<file path="src/rtl/vga_fade_if.sv">
// Timing, pixel and faded-output signals between the VGA timer/pixel source and
// the fade output stage.
interface vga_fade_if;
    logic        hsync_in;
    logic        vsync_in;
    logic        visible_in;
    logic [31:0] frame_in;
    logic [3:0]  r_in;
    logic [3:0]  g_in;
    logic [3:0]  b_in;
    logic        hsync;
    logic        vsync;
    logic [3:0]  r;
    logic [3:0]  g;
    logic [3:0]  b;
    logic [4:0]  level;

    modport master (
        output hsync_in, vsync_in, visible_in, frame_in, r_in, g_in, b_in,
        input  hsync, vsync, r, g, b, level
    );

    modport slave (
        input  hsync_in, vsync_in, visible_in, frame_in, r_in, g_in, b_in,
        output hsync, vsync, r, g, b, level
    );
endinterface

</file>
<file path="src/rtl/vga_fade_out.sv">
// VGA output stage: aligns sync with the pixel pipeline and applies a frame-driven
// fade-in / hold / fade-out / blank brightness cycle. Define VGA_FADE_DITHER_EN for 2x2 dither.
module vga_fade_out #(
    parameter int PIPE_DEPTH  = 2,
    parameter int STEP_FRAMES = 4,
    parameter int HOLD_FRAMES = 600
) (
    input  logic       clk,
    input  logic       rst_n,
    vga_fade_if.slave  bus
);

    typedef enum logic [1:0] {FADE_IN, HOLD, FADE_OUT, BLANK} state_t;

    localparam logic [15:0] STEP_LAST = 16'(STEP_FRAMES - 1);
    localparam logic [15:0] HOLD_LAST = 16'(HOLD_FRAMES - 1);

    logic        hs_d, vs_d, vis_d;
    logic [31:0] frame_prev;
    logic        tick;
    state_t      state, state_nx;
    logic [4:0]  level_q, level_nx;
    logic [15:0] cnt, cnt_nx;
    logic [4:0]  level_act;
    logic [3:0]  r_px, g_px, b_px;
    logic        hsync_q, vsync_q;
    logic [3:0]  r_q, g_q, b_q;

    // Timing signals are delayed so they meet the colour coming out of the pixel pipeline.
    generate
        if (PIPE_DEPTH == 0) begin : g_nodly
            assign hs_d  = bus.hsync_in;
            assign vs_d  = bus.vsync_in;
            assign vis_d = bus.visible_in;
        end else begin : g_dly
            logic [PIPE_DEPTH-1:0] hs_sr, vs_sr, vis_sr;

            always_ff @(posedge clk) begin
                if (!rst_n) begin
                    hs_sr  <= '1;
                    vs_sr  <= '1;
                    vis_sr <= '0;
                end else begin
                    hs_sr[0]  <= bus.hsync_in;
                    vs_sr[0]  <= bus.vsync_in;
                    vis_sr[0] <= bus.visible_in;
                    for (int i = 1; i < PIPE_DEPTH; i++) begin
                        hs_sr[i]  <= hs_sr[i-1];
                        vs_sr[i]  <= vs_sr[i-1];
                        vis_sr[i] <= vis_sr[i-1];
                    end
                end
            end

            assign hs_d  = hs_sr[PIPE_DEPTH-1];
            assign vs_d  = vs_sr[PIPE_DEPTH-1];
            assign vis_d = vis_sr[PIPE_DEPTH-1];
        end
    endgenerate

    assign tick = (bus.frame_in != frame_prev);

    always_ff @(posedge clk) begin
        if (!rst_n) begin
            frame_prev <= bus.frame_in;
            state      <= FADE_IN;
            level_q    <= 5'd0;
            cnt        <= 16'd0;
        end else begin
            frame_prev <= bus.frame_in;
            state      <= state_nx;
            level_q    <= level_nx;
            cnt        <= cnt_nx;
        end
    end

    always_comb begin
        state_nx = state;
        level_nx = level_q;
        cnt_nx   = cnt;
        if (tick) begin
            case (state)
                FADE_IN: begin
                    if (cnt == STEP_LAST) begin
                        level_nx = level_q + 5'd1;
                        cnt_nx   = 16'd0;
                        if (level_q == 5'd15) state_nx = HOLD;
                    end else begin
                        cnt_nx = cnt + 16'd1;
                    end
                end
                HOLD: begin
                    if (cnt == HOLD_LAST) begin
                        state_nx = FADE_OUT;
                        cnt_nx   = 16'd0;
                    end else begin
                        cnt_nx = cnt + 16'd1;
                    end
                end
                FADE_OUT: begin
                    if (cnt == STEP_LAST) begin
                        level_nx = level_q - 5'd1;
                        cnt_nx   = 16'd0;
                        if (level_q == 5'd1) state_nx = BLANK;
                    end else begin
                        cnt_nx = cnt + 16'd1;
                    end
                end
                BLANK: begin
                    state_nx = FADE_IN;
                    cnt_nx   = 16'd0;
                end
                default: begin
                    state_nx = FADE_IN;
                    cnt_nx   = 16'd0;
                end
            endcase
        end
    end

`ifdef VGA_FADE_DITHER_EN
    logic       x_par, y_par, hs_prev;
    logic [3:0] thr;
    logic [7:0] p_r, p_g, p_b;

    // Pixel/line parity selects the ordered-dither threshold for the current pixel.
    always_ff @(posedge clk) begin
        if (!rst_n) begin
            x_par   <= 1'b0;
            y_par   <= 1'b0;
            hs_prev <= 1'b1;
        end else begin
            hs_prev <= hs_d;
            if (!hs_d)      x_par <= 1'b0;
            else if (vis_d) x_par <= ~x_par;
            if (!vs_d)                  y_par <= 1'b0;
            else if (hs_prev && !hs_d)  y_par <= ~y_par;
        end
    end

    always_comb begin
        thr = 4'd0;
        case ({y_par, x_par})
            2'b00: thr = 4'd0;
            2'b01: thr = 4'd8;
            2'b10: thr = 4'd12;
            2'b11: thr = 4'd4;
            default: thr = 4'd0;
        endcase
    end

    function automatic logic [3:0] dither(input logic [7:0] p, input logic [3:0] t,
                                          input logic bypass);
        logic [4:0] q;
        q = 5'(({1'b0, p} + {5'd0, t}) >> 4);
        if (bypass)    return 4'(p >> 4);
        else if (q[4]) return 4'd15;
        else           return q[3:0];
    endfunction

    assign p_r  = {4'd0, bus.r_in} * {3'd0, level_act};
    assign p_g  = {4'd0, bus.g_in} * {3'd0, level_act};
    assign p_b  = {4'd0, bus.b_in} * {3'd0, level_act};
    assign r_px = dither(p_r, thr, (level_act == 5'd0) || (level_act == 5'd16));
    assign g_px = dither(p_g, thr, (level_act == 5'd0) || (level_act == 5'd16));
    assign b_px = dither(p_b, thr, (level_act == 5'd0) || (level_act == 5'd16));
`else
    assign r_px = 4'(({4'd0, bus.r_in} * {3'd0, level_act}) >> 4);
    assign g_px = 4'(({4'd0, bus.g_in} * {3'd0, level_act}) >> 4);
    assign b_px = 4'(({4'd0, bus.b_in} * {3'd0, level_act}) >> 4);
`endif

    // The applied level is only refreshed during vsync so a frame never changes brightness mid-scan.
    always_ff @(posedge clk) begin
        if (!rst_n) begin
            hsync_q   <= 1'b1;
            vsync_q   <= 1'b1;
            r_q       <= 4'd0;
            g_q       <= 4'd0;
            b_q       <= 4'd0;
            level_act <= 5'd0;
        end else begin
            hsync_q <= hs_d;
            vsync_q <= vs_d;
            r_q     <= vis_d ? r_px : 4'd0;
            g_q     <= vis_d ? g_px : 4'd0;
            b_q     <= vis_d ? b_px : 4'd0;
            if (!vs_d) level_act <= level_q;
        end
    end

    assign bus.hsync = hsync_q;
    assign bus.vsync = vsync_q;
    assign bus.r     = r_q;
    assign bus.g     = g_q;
    assign bus.b     = b_q;
    assign bus.level = level_q;

endmodule

</file>
<file path="src/flat_wrapper.sv">
// flat-port wrapper written by rule: the top's interface ports become plain ports
module vga_fade_out_flat 
#(
    parameter int PIPE_DEPTH  = 2,
    parameter int STEP_FRAMES = 4,
    parameter int HOLD_FRAMES = 600
)
  (clk, rst_n, bus_hsync_in, bus_vsync_in, bus_visible_in, bus_frame_in, bus_r_in, bus_g_in, bus_b_in, bus_hsync, bus_vsync, bus_r, bus_g, bus_b, bus_level);
  vga_fade_if bus_i ();
  input  logic clk;
  input  logic rst_n;
  input wire logic [$bits(bus_i.hsync_in)-1:0] bus_hsync_in;
  input wire logic [$bits(bus_i.vsync_in)-1:0] bus_vsync_in;
  input wire logic [$bits(bus_i.visible_in)-1:0] bus_visible_in;
  input wire logic [$bits(bus_i.frame_in)-1:0] bus_frame_in;
  input wire logic [$bits(bus_i.r_in)-1:0] bus_r_in;
  input wire logic [$bits(bus_i.g_in)-1:0] bus_g_in;
  input wire logic [$bits(bus_i.b_in)-1:0] bus_b_in;
  output wire logic [$bits(bus_i.hsync)-1:0] bus_hsync;
  output wire logic [$bits(bus_i.vsync)-1:0] bus_vsync;
  output wire logic [$bits(bus_i.r)-1:0] bus_r;
  output wire logic [$bits(bus_i.g)-1:0] bus_g;
  output wire logic [$bits(bus_i.b)-1:0] bus_b;
  output wire logic [$bits(bus_i.level)-1:0] bus_level;
  assign bus_i.hsync_in = bus_hsync_in;
  assign bus_i.vsync_in = bus_vsync_in;
  assign bus_i.visible_in = bus_visible_in;
  assign bus_i.frame_in = bus_frame_in;
  assign bus_i.r_in = bus_r_in;
  assign bus_i.g_in = bus_g_in;
  assign bus_i.b_in = bus_b_in;
  assign bus_hsync = bus_i.hsync;
  assign bus_vsync = bus_i.vsync;
  assign bus_r = bus_i.r;
  assign bus_g = bus_i.g;
  assign bus_b = bus_i.b;
  assign bus_level = bus_i.level;
  vga_fade_out #(.PIPE_DEPTH(PIPE_DEPTH), .STEP_FRAMES(STEP_FRAMES), .HOLD_FRAMES(HOLD_FRAMES)) u_core (.clk(clk), .rst_n(rst_n), .bus(bus_i));
endmodule
</file>
<file path="config.mk">
export PLATFORM = sky130hd
export DESIGN_NAME = vga_fade_out_flat
export DESIGN_NICKNAME = d
export VERILOG_FILES = /design/src/rtl/vga_fade_if.sv /design/src/rtl/vga_fade_out.sv /design/src/flat_wrapper.sv
export SDC_FILE = /design/constraint.sdc
export NUM_CORES = 1
export LEC_CHECK = 0
export CAP_MARGIN = 20
export CORE_MARGIN = 8
export CORE_UTILIZATION = 35
export CTS_BUF_LIST = sky130_fd_sc_hd__clkbuf_8
export CTS_CLUSTER_DIAMETER = 40
export DETAILED_ROUTE_END_ITERATION = 10
export DONT_BUFFER_PORTS = 1
export GPL_ROUTABILITY_DRIVEN = 0
export PLACE_DENSITY = 0.53
export SLEW_MARGIN = 20
export SYNTH_ARGS = -nofsm -noshare
export SYNTH_HDL_FRONTEND = slang
export SYNTH_SLANG_ARGS = --single-unit
</file>
<file path="constraint.sdc">
create_clock -name clk -period 4.6 [get_ports clk]
set_clock_uncertainty 0.2 [all_clocks]
set_input_delay 0.69 -clock clk [delete_from_list [all_inputs] [get_ports clk]]
set_output_delay 0.69 -clock clk [all_outputs]
set_load 0.05 [all_outputs]
</file>
==> results.ini, run 1 <==
[status]
status=completed

[clock_tree]
htree_levels=3
cts_resized=0
cts_setup_buffers=0
clockBufferDepth=2
cts.reportedPaths.clkPinSlew_ns=0.08
cts_tree=yes
numCtsBuffers=9
hold_buffers=0
clk_latency_ns=0.36
root_buffer=clkbuf_8
cts.sinks=80

[cells_and_area]
drive_gt1_share_pct=7.203
syn_to_final_growth_pct=8.453
nets=567
nFillCells=1285

[synthesis]
synth_xor_area_share_pct=10.26
synth_largest_area_cell=dfxtp_1
synth_nets=569
synth_mux_area_share_pct=2.141
synth_simple_gate_area_share_pct=20.46
synth.most_common_cell=dfxtp_1
synth_top_area_share_pct=36.07
async_flop_share_pct=0
synth_compound_area_share_pct=9.665
synth_top_family_by_area=simple AND/OR/NAND/NOR gates
ys_types=59
synthTopCellsByArea=dfxtp_1, ha_1, xor2_1, fa_1, and2_1
synthAdderAreaFrac_pct=16.91
ys.warnings.count=0
synthTopCellsByCount=dfxtp_1, nand2_1, xor2_1
syn_area_per_cell_um2=9.468
ys.flop_type=dfxtp_1
netlist_area_um2=4441
synth-seq-area-share_pct=36.07
synth-edff-count=0
postSynthCellCount=469
ys_seq_elements=80

[sta]
tightest_slew_ns=0.7423
max_slew_margin_pct=50.44
setup_viol=0
finalMaxSlewViolations=0
setup_tns_ns=0
fin_crit_ns=3.441
max_freq_mhz=290.6
rsz0062_at_grt=no
finalCritPeriodShare_pct=74.81
hold_viol=0

[die]
start_util_pct=35.48
pin_count=68
core.rowCount=41
coreArea_um2=12520
dieWidth_um=128.6
fp.dieH_um=128.6
die_area_um2=16550

[pwr]
p_sw_share_pct=27.53
total_power_w=0.001560
pwr-share-comb_pct=13.8
peakVddDrop_mv=0.2738
p_leak_nw=2.091
intPower_w=0.001131
power.net_switching_w=0.0004296
powerDensity_nw_per_um2=324.0
clkPwrFrac_pct=37.7
share_seq_of_total_power_pct=48.6

[route]
dr.pass1.iters=4
wl_um=9243
drtAntennaViolNets=0
drtIter0Drc=165
via_per_inst=4.944
via_count=3189
wl_per_cell_um=14.33
drc=0

[grt]
grt_overflow_total=0
grtUsageTotal_pct=11.76
grt_max_degree=26
grt_antenna_before_repair=1
grt_pass1_wl_um=15500
grt_pass1_vias=3307

[job]
maxCapViolCount=0

[worst_setup_path]
worstPathArrival_ns=3.48
r2r_end=u_core.bus.b[3]
crit_path_start_kind=flop
r2r_slack_ns=1.16
cpLargestDelayFamily=adder cells
slowest_delay_ns=0.62
end_kind=flop
crit_required_ns=4.64
cp_max_fo=13
crit_type=flop to flop
worstPathCellList=nand2_1, fa_1, inv_1, fa_1, ha_1, and4_1, a21o_1, a21oi_1, o21ai_0, xnor2_1, nor2_1
crit_top_cell=fa_1
cp_slowest_cell=dfxtp_1
rr_startpoint=u_core.level_act[2]
critPathBufInv=1
reg2regPathDepth=11

[placement]
io_buffers=0
hpwl_um=6962

[min_path]
worstHoldEndpoint=u_core.frame_prev[10]
min_path_cells=0
hold_start=bus_frame_in[10]
min_path_type=input pin to flop

[power groups by stage]
stage	clock network, W	logic (W)	registers (W)
final	0.000588	0.000215	0.000758
after global routing	0.000639	0.000245	0.000762
after CTS	0.000612	0.000217	0.000758
after detailed placement	0	0.000215	0.000774
after global placement	0	0.000213	0.000773
after floorplan	0	0.000177	0.000767
[worst max-delay path by stage]
stage	startpoint	endpoint	slack [ns]	cells past startpoint
global placement	bus_g_in[3]	u_core.bus.g[3]	1.15	11
detailed placement	bus_b_in[3]	u_core.bus.b[3]	1.06	11
global route	u_core.level_act[1]	u_core.bus.b[3]	0.95	11
CTS	u_core.level_act[2]	u_core.bus.b[3]	1.14	11
finish	u_core.level_act[2]	u_core.bus.b[3]	1.16	11
floorplan	bus_g_in[3]	u_core.bus.g[3]	1.26	11
[flip-flops by register name, indices dropped and copies added, names as in the netlist]
name,flops
u_core.g_dly.vs_sr,2
u_core.bus.hsync,1
u_core.cnt,16
u_core.bus.vsync,1
u_core.bus.g,4
u_core.bus.level,5
u_core.bus.r,4
u_core.g_dly.vis_sr,2
u_core.g_dly.hs_sr,2
u_core.bus.b,4
u_core.level_act,5
u_core.frame_prev,32
u_core.state,2
[routing by layer]
layer | wire, um | GRT usage [%]
met1 | 4144 | 13.81
met2 | 4045 | 18.35
met3 | 842 | 4.634
met4 | 211 | 5.874
met5 | 0 | 0
[stage by stage]
step	worst slack (ns)	cells	hold WS, ns	utilization [%]	area, um2
2_1_floorplan	1.257	469	0.1863	-	4441
3_3_place_gp	1.153	628	0.1899	36.62	4583
3_5_place_dp	1.064	628	0.1909	36.62	4583
5_1_grt	0.9475	645	0.1118	38.47	4816
4_1_cts	1.138	644	0.1131	38.45	4813
6_report	1.159	645	0.1443	38.47	4816
[area by class of cell]
cell class / instances / area, um2 / share of cell area, %
multi-input combinational: 342 / 2639 / 54.79
antenna: 1 / 2.502 / 0.05196
inverter: 34 / 127.6 / 2.650
clock buffer: 10 / 137.6 / 2.858
clock inverter: 6 / 92.59 / 1.923
sequential: 80 / 1602 / 33.26
tap: 172 / 215.2 / 4.469
[cells by family (layout without fill, tap and decap cells)]
| kind of cell | after synthesis | after routing |
|---|---|---|
| compound gates | 60 | 60 |
| xor+xnor | 52 | 52 |
| fa+ha+maj | 51 | 51 |
| buf+inv | 47 | 50 |
| flops | 80 | 80 |
| mux | 9 | 9 |
| other cells | 0 | 1 |
| simple gates | 170 | 170 |
[placed cells by master, fill, tap and decap left out, types with 5 or more instances in the layout]
cell      instances
and4_1            5
nor4_1           12
nand4_1           5
nand3_1           8
nor3_1            8
nand2b_1          8
nor2_1           26
nand2_1          47
mux2i_1           8
o21ai_0          14
xnor2_1          15
dfxtp_1          80
xor2_1           37
clkbuf_8         10
ha_1             36
and2_1           32
fa_1             15
inv_1            33
a21oi_1          15
(Power assumes the default switching activity.)
==> inputs of run 2 (changes only) <==
==> constraint.sdc (replaced) <==
create_clock -name clk -period 3.2 [get_ports clk]
set_clock_uncertainty 0.2 [all_clocks]
set_input_delay 0.48 -clock clk [delete_from_list [all_inputs] [get_ports clk]]
set_output_delay 0.48 -clock clk [all_outputs]
set_load 0.05 [all_outputs]
==> results.ini, run 2 (synthesis results as in run 1) <==
[status]
status=completed  ; unchanged

[route]
drc=0  ; unchanged
wl_per_cell_um=14.22  ; was 14.33 um
via_count=3351  ; was 3189
dr.pass1.iters=4  ; unchanged
drtAntennaViolNets=0  ; unchanged
wl_um=9854  ; was 9243 um
via_per_inst=4.835  ; was 4.944
drtIter0Drc=171  ; was 165

[min_path]
worstHoldEndpoint=u_core.g_dly.hs_sr[0]  ; was u_core.frame_prev[10]
min_path_cells=1  ; was 0
hold_start=bus_hsync_in  ; was bus_frame_in[10]
min_path_type=input pin to flop  ; unchanged

[worst_setup_path]
worstPathCellList=nand2_1, fa_1, inv_1, fa_1, ha_1, and4_1, a21o_1, a21oi_2, o21ai_0, xnor2_1, nor2_1  ; was nand2_1, fa_1, inv_1, fa_1, ha_1, and4_1, a21o_1, a21oi_1, o21ai_0, xnor2_1, nor2_1
cpLargestDelayFamily=adder cells  ; unchanged
r2r_slack_ns=0.14  ; was 1.16 ns
critPathBufInv=1  ; unchanged
cp_slowest_cell=fa_1  ; was dfxtp_1
crit_path_start_kind=flop  ; unchanged
crit_top_cell=fa_1  ; unchanged
rr_startpoint=u_core.level_act[0]  ; was u_core.level_act[2]
end_kind=flop  ; unchanged
worstPathArrival_ns=3.10  ; was 3.48 ns
r2r_end=u_core.bus.b[3]  ; unchanged
cp_max_fo=6  ; was 13
crit_required_ns=3.24  ; was 4.64 ns
reg2regPathDepth=11  ; unchanged
slowest_delay_ns=0.53  ; was 0.62 ns
crit_type=flop to flop  ; unchanged

[sta]
fin_crit_ns=3.063  ; was 3.441 ns
finalMaxSlewViolations=0  ; unchanged
tightest_slew_ns=0.6972  ; was 0.7423 ns
max_freq_mhz=326.4  ; was 290.6 MHz
hold_viol=0  ; unchanged
max_slew_margin_pct=53.46  ; was 50.44%
setup_viol=0  ; unchanged
finalCritPeriodShare_pct=95.73  ; was 74.81%
rsz0062_at_grt=no  ; unchanged

[cells_and_area]
postLayoutCoreUtil_pct=41.95  ; was 38.47%
layout_commonest_cell=dfxtp_1  ; unchanged
multi_input_area_um2=2650  ; was 2639 um2
final_cell_count_no_fill=693  ; was 645
nFillCells=1263  ; was 1285
top_regs=u_core.frame_prev: 32 flops, u_core.cnt: 16 flops  ; unchanged
seqCellArea_um2=1613  ; was 1602 um2
largest_register=u_core.frame_prev  ; unchanged
largest_register_ffs=32  ; unchanged
fin_area_um2=5251  ; was 4816 um2
final_cell_mix=dfxtp_1, nand2_1, xor2_1  ; unchanged
syn_to_final_growth_pct=18.26  ; was 8.453%
drive_gt1_share_pct=10.40  ; was 7.203%
nets=614  ; was 567

[grt]
grt_pass1_vias=3342  ; was 3307
grt_pass1_wl_um=16390  ; was 15500 um
grt_antenna_before_repair=2  ; was 1
grt_overflow_total=0  ; unchanged
grt_max_degree=21  ; was 26
grtUsageTotal_pct=12.49  ; was 11.76%

[job]
maxCapViolCount=0  ; unchanged

[pwr]
peakVddDrop_mv=0.3519  ; was 0.2738 mV
powerDensity_nw_per_um2=420.4  ; was 324.0 nW/um2
total_power_w=0.002208  ; was 0.001560 W
p_leak_nw=2.305  ; was 2.091 nW

[placement]
hpwl_um=7247  ; was 6962 um
place_area_um2=4688  ; was 4583 um2
io_buffers=0  ; unchanged
place_inst=642  ; was 628

[die]
pin_count=68  ; unchanged
start_util_pct=35.48  ; unchanged
die_area_um2=16550  ; unchanged
fp.dieH_um=128.6  ; unchanged
core.rowCount=41  ; unchanged
coreArea_um2=12520  ; unchanged
dieWidth_um=128.6  ; unchanged

[clock_tree]
cts.reportedPaths.clkPinSlew_ns=0.09  ; was 0.08 ns
numCtsBuffers=9  ; unchanged
clk_latency_ns=0.35  ; was 0.36 ns
htree_levels=3  ; unchanged
cts.sinks=80  ; unchanged
root_buffer=clkbuf_8  ; unchanged
cts_tree=yes  ; unchanged
clockBufferDepth=2  ; unchanged

==> run 2: worst reg2reg max path: cells and delay by family, from the launching register on <==
kind / cells / cell delay (ns)
compound gates: 3 / 0.55
xor+xnor: 1 / 0.15
fa+ha+maj: 3 / 1.30
buf+inv: 1 / 0.06
flops: 1 / 0.38
simple gates: 3 / 0.33
==> run 2: final cells by class <==
| class | count | share of cell area, % |
|---|---|---|
| diodes | 2 | 0.09531 |
| multi-input cells | 342 | 50.46 |
| well taps | 172 | 4.098 |
| inverters | 34 | 2.430 |
| flip-flops and latches | 80 | 30.71 |
| clock inverters | 5 | 1.025 |
| clock buffers | 11 | 2.883 |
| repair buffers | 47 | 8.292 |
==> run 2: report_power, final <==
group	leakage [nW]	total [W]	switching, W	internal, W
clock network	0.109	0.000770	0.000368	0.000402
registers	0.661	0.00107	0.0000342	0.00104
logic	1.53	0.000364	0.000213	0.000151
==> run 2: worst max path at each step <==
stage / from / end / slack [ns] / cells after the start
CTS: u_core.level_act[0] / u_core.bus.r[3] / 0.02 / 11
detailed placement: u_core.level_act[1] / u_core.bus.b[3] / -0.08 / 11
global placement: bus_b_in[3] / u_core.bus.b[3] / 0.03 / 11
floorplan: u_core.level_act[2] / u_core.bus.g[3] / 0.008 / 12
finish: u_core.level_act[0] / u_core.bus.b[3] / 0.14 / 11
global route: u_core.level_act[1] / u_core.bus.r[3] / 0.01 / 11
==> run 2: metal layers <==
metal  global-route usage [%]  vias up  part of all wire (%)
met5                        0        -                     0
met4                    4.768        0                   1.3
met3                    4.055        9                   8.3
met2                    20.06       81                    45
met1                    15.28     1583                    46
li1                         -     1678                     -
==> run 2: what timing repair did <==
action                     CTS  global route
hold buffers                33             0
hold endpoints to repair    38             0
pin swaps                    0             2
buffers inserted             0             0
setup endpoints to repair    5             8
resized for setup            3             7
==> run 2: stage by stage <==
step | hold slack, ns | TNS [ns] | setup WS, ns
2_1_floorplan | 0.1863 | 0 | 0.008440
3_3_place_gp | 0.1934 | 0 | 0.02789
3_5_place_dp | 0.1925 | -0.1326 | -0.07928
4_1_cts | 0.004796 | 0 | 0.01940
5_1_grt | 0.003366 | 0 | 0.01064
6_report | 0.02575 | 0 | 0.1365
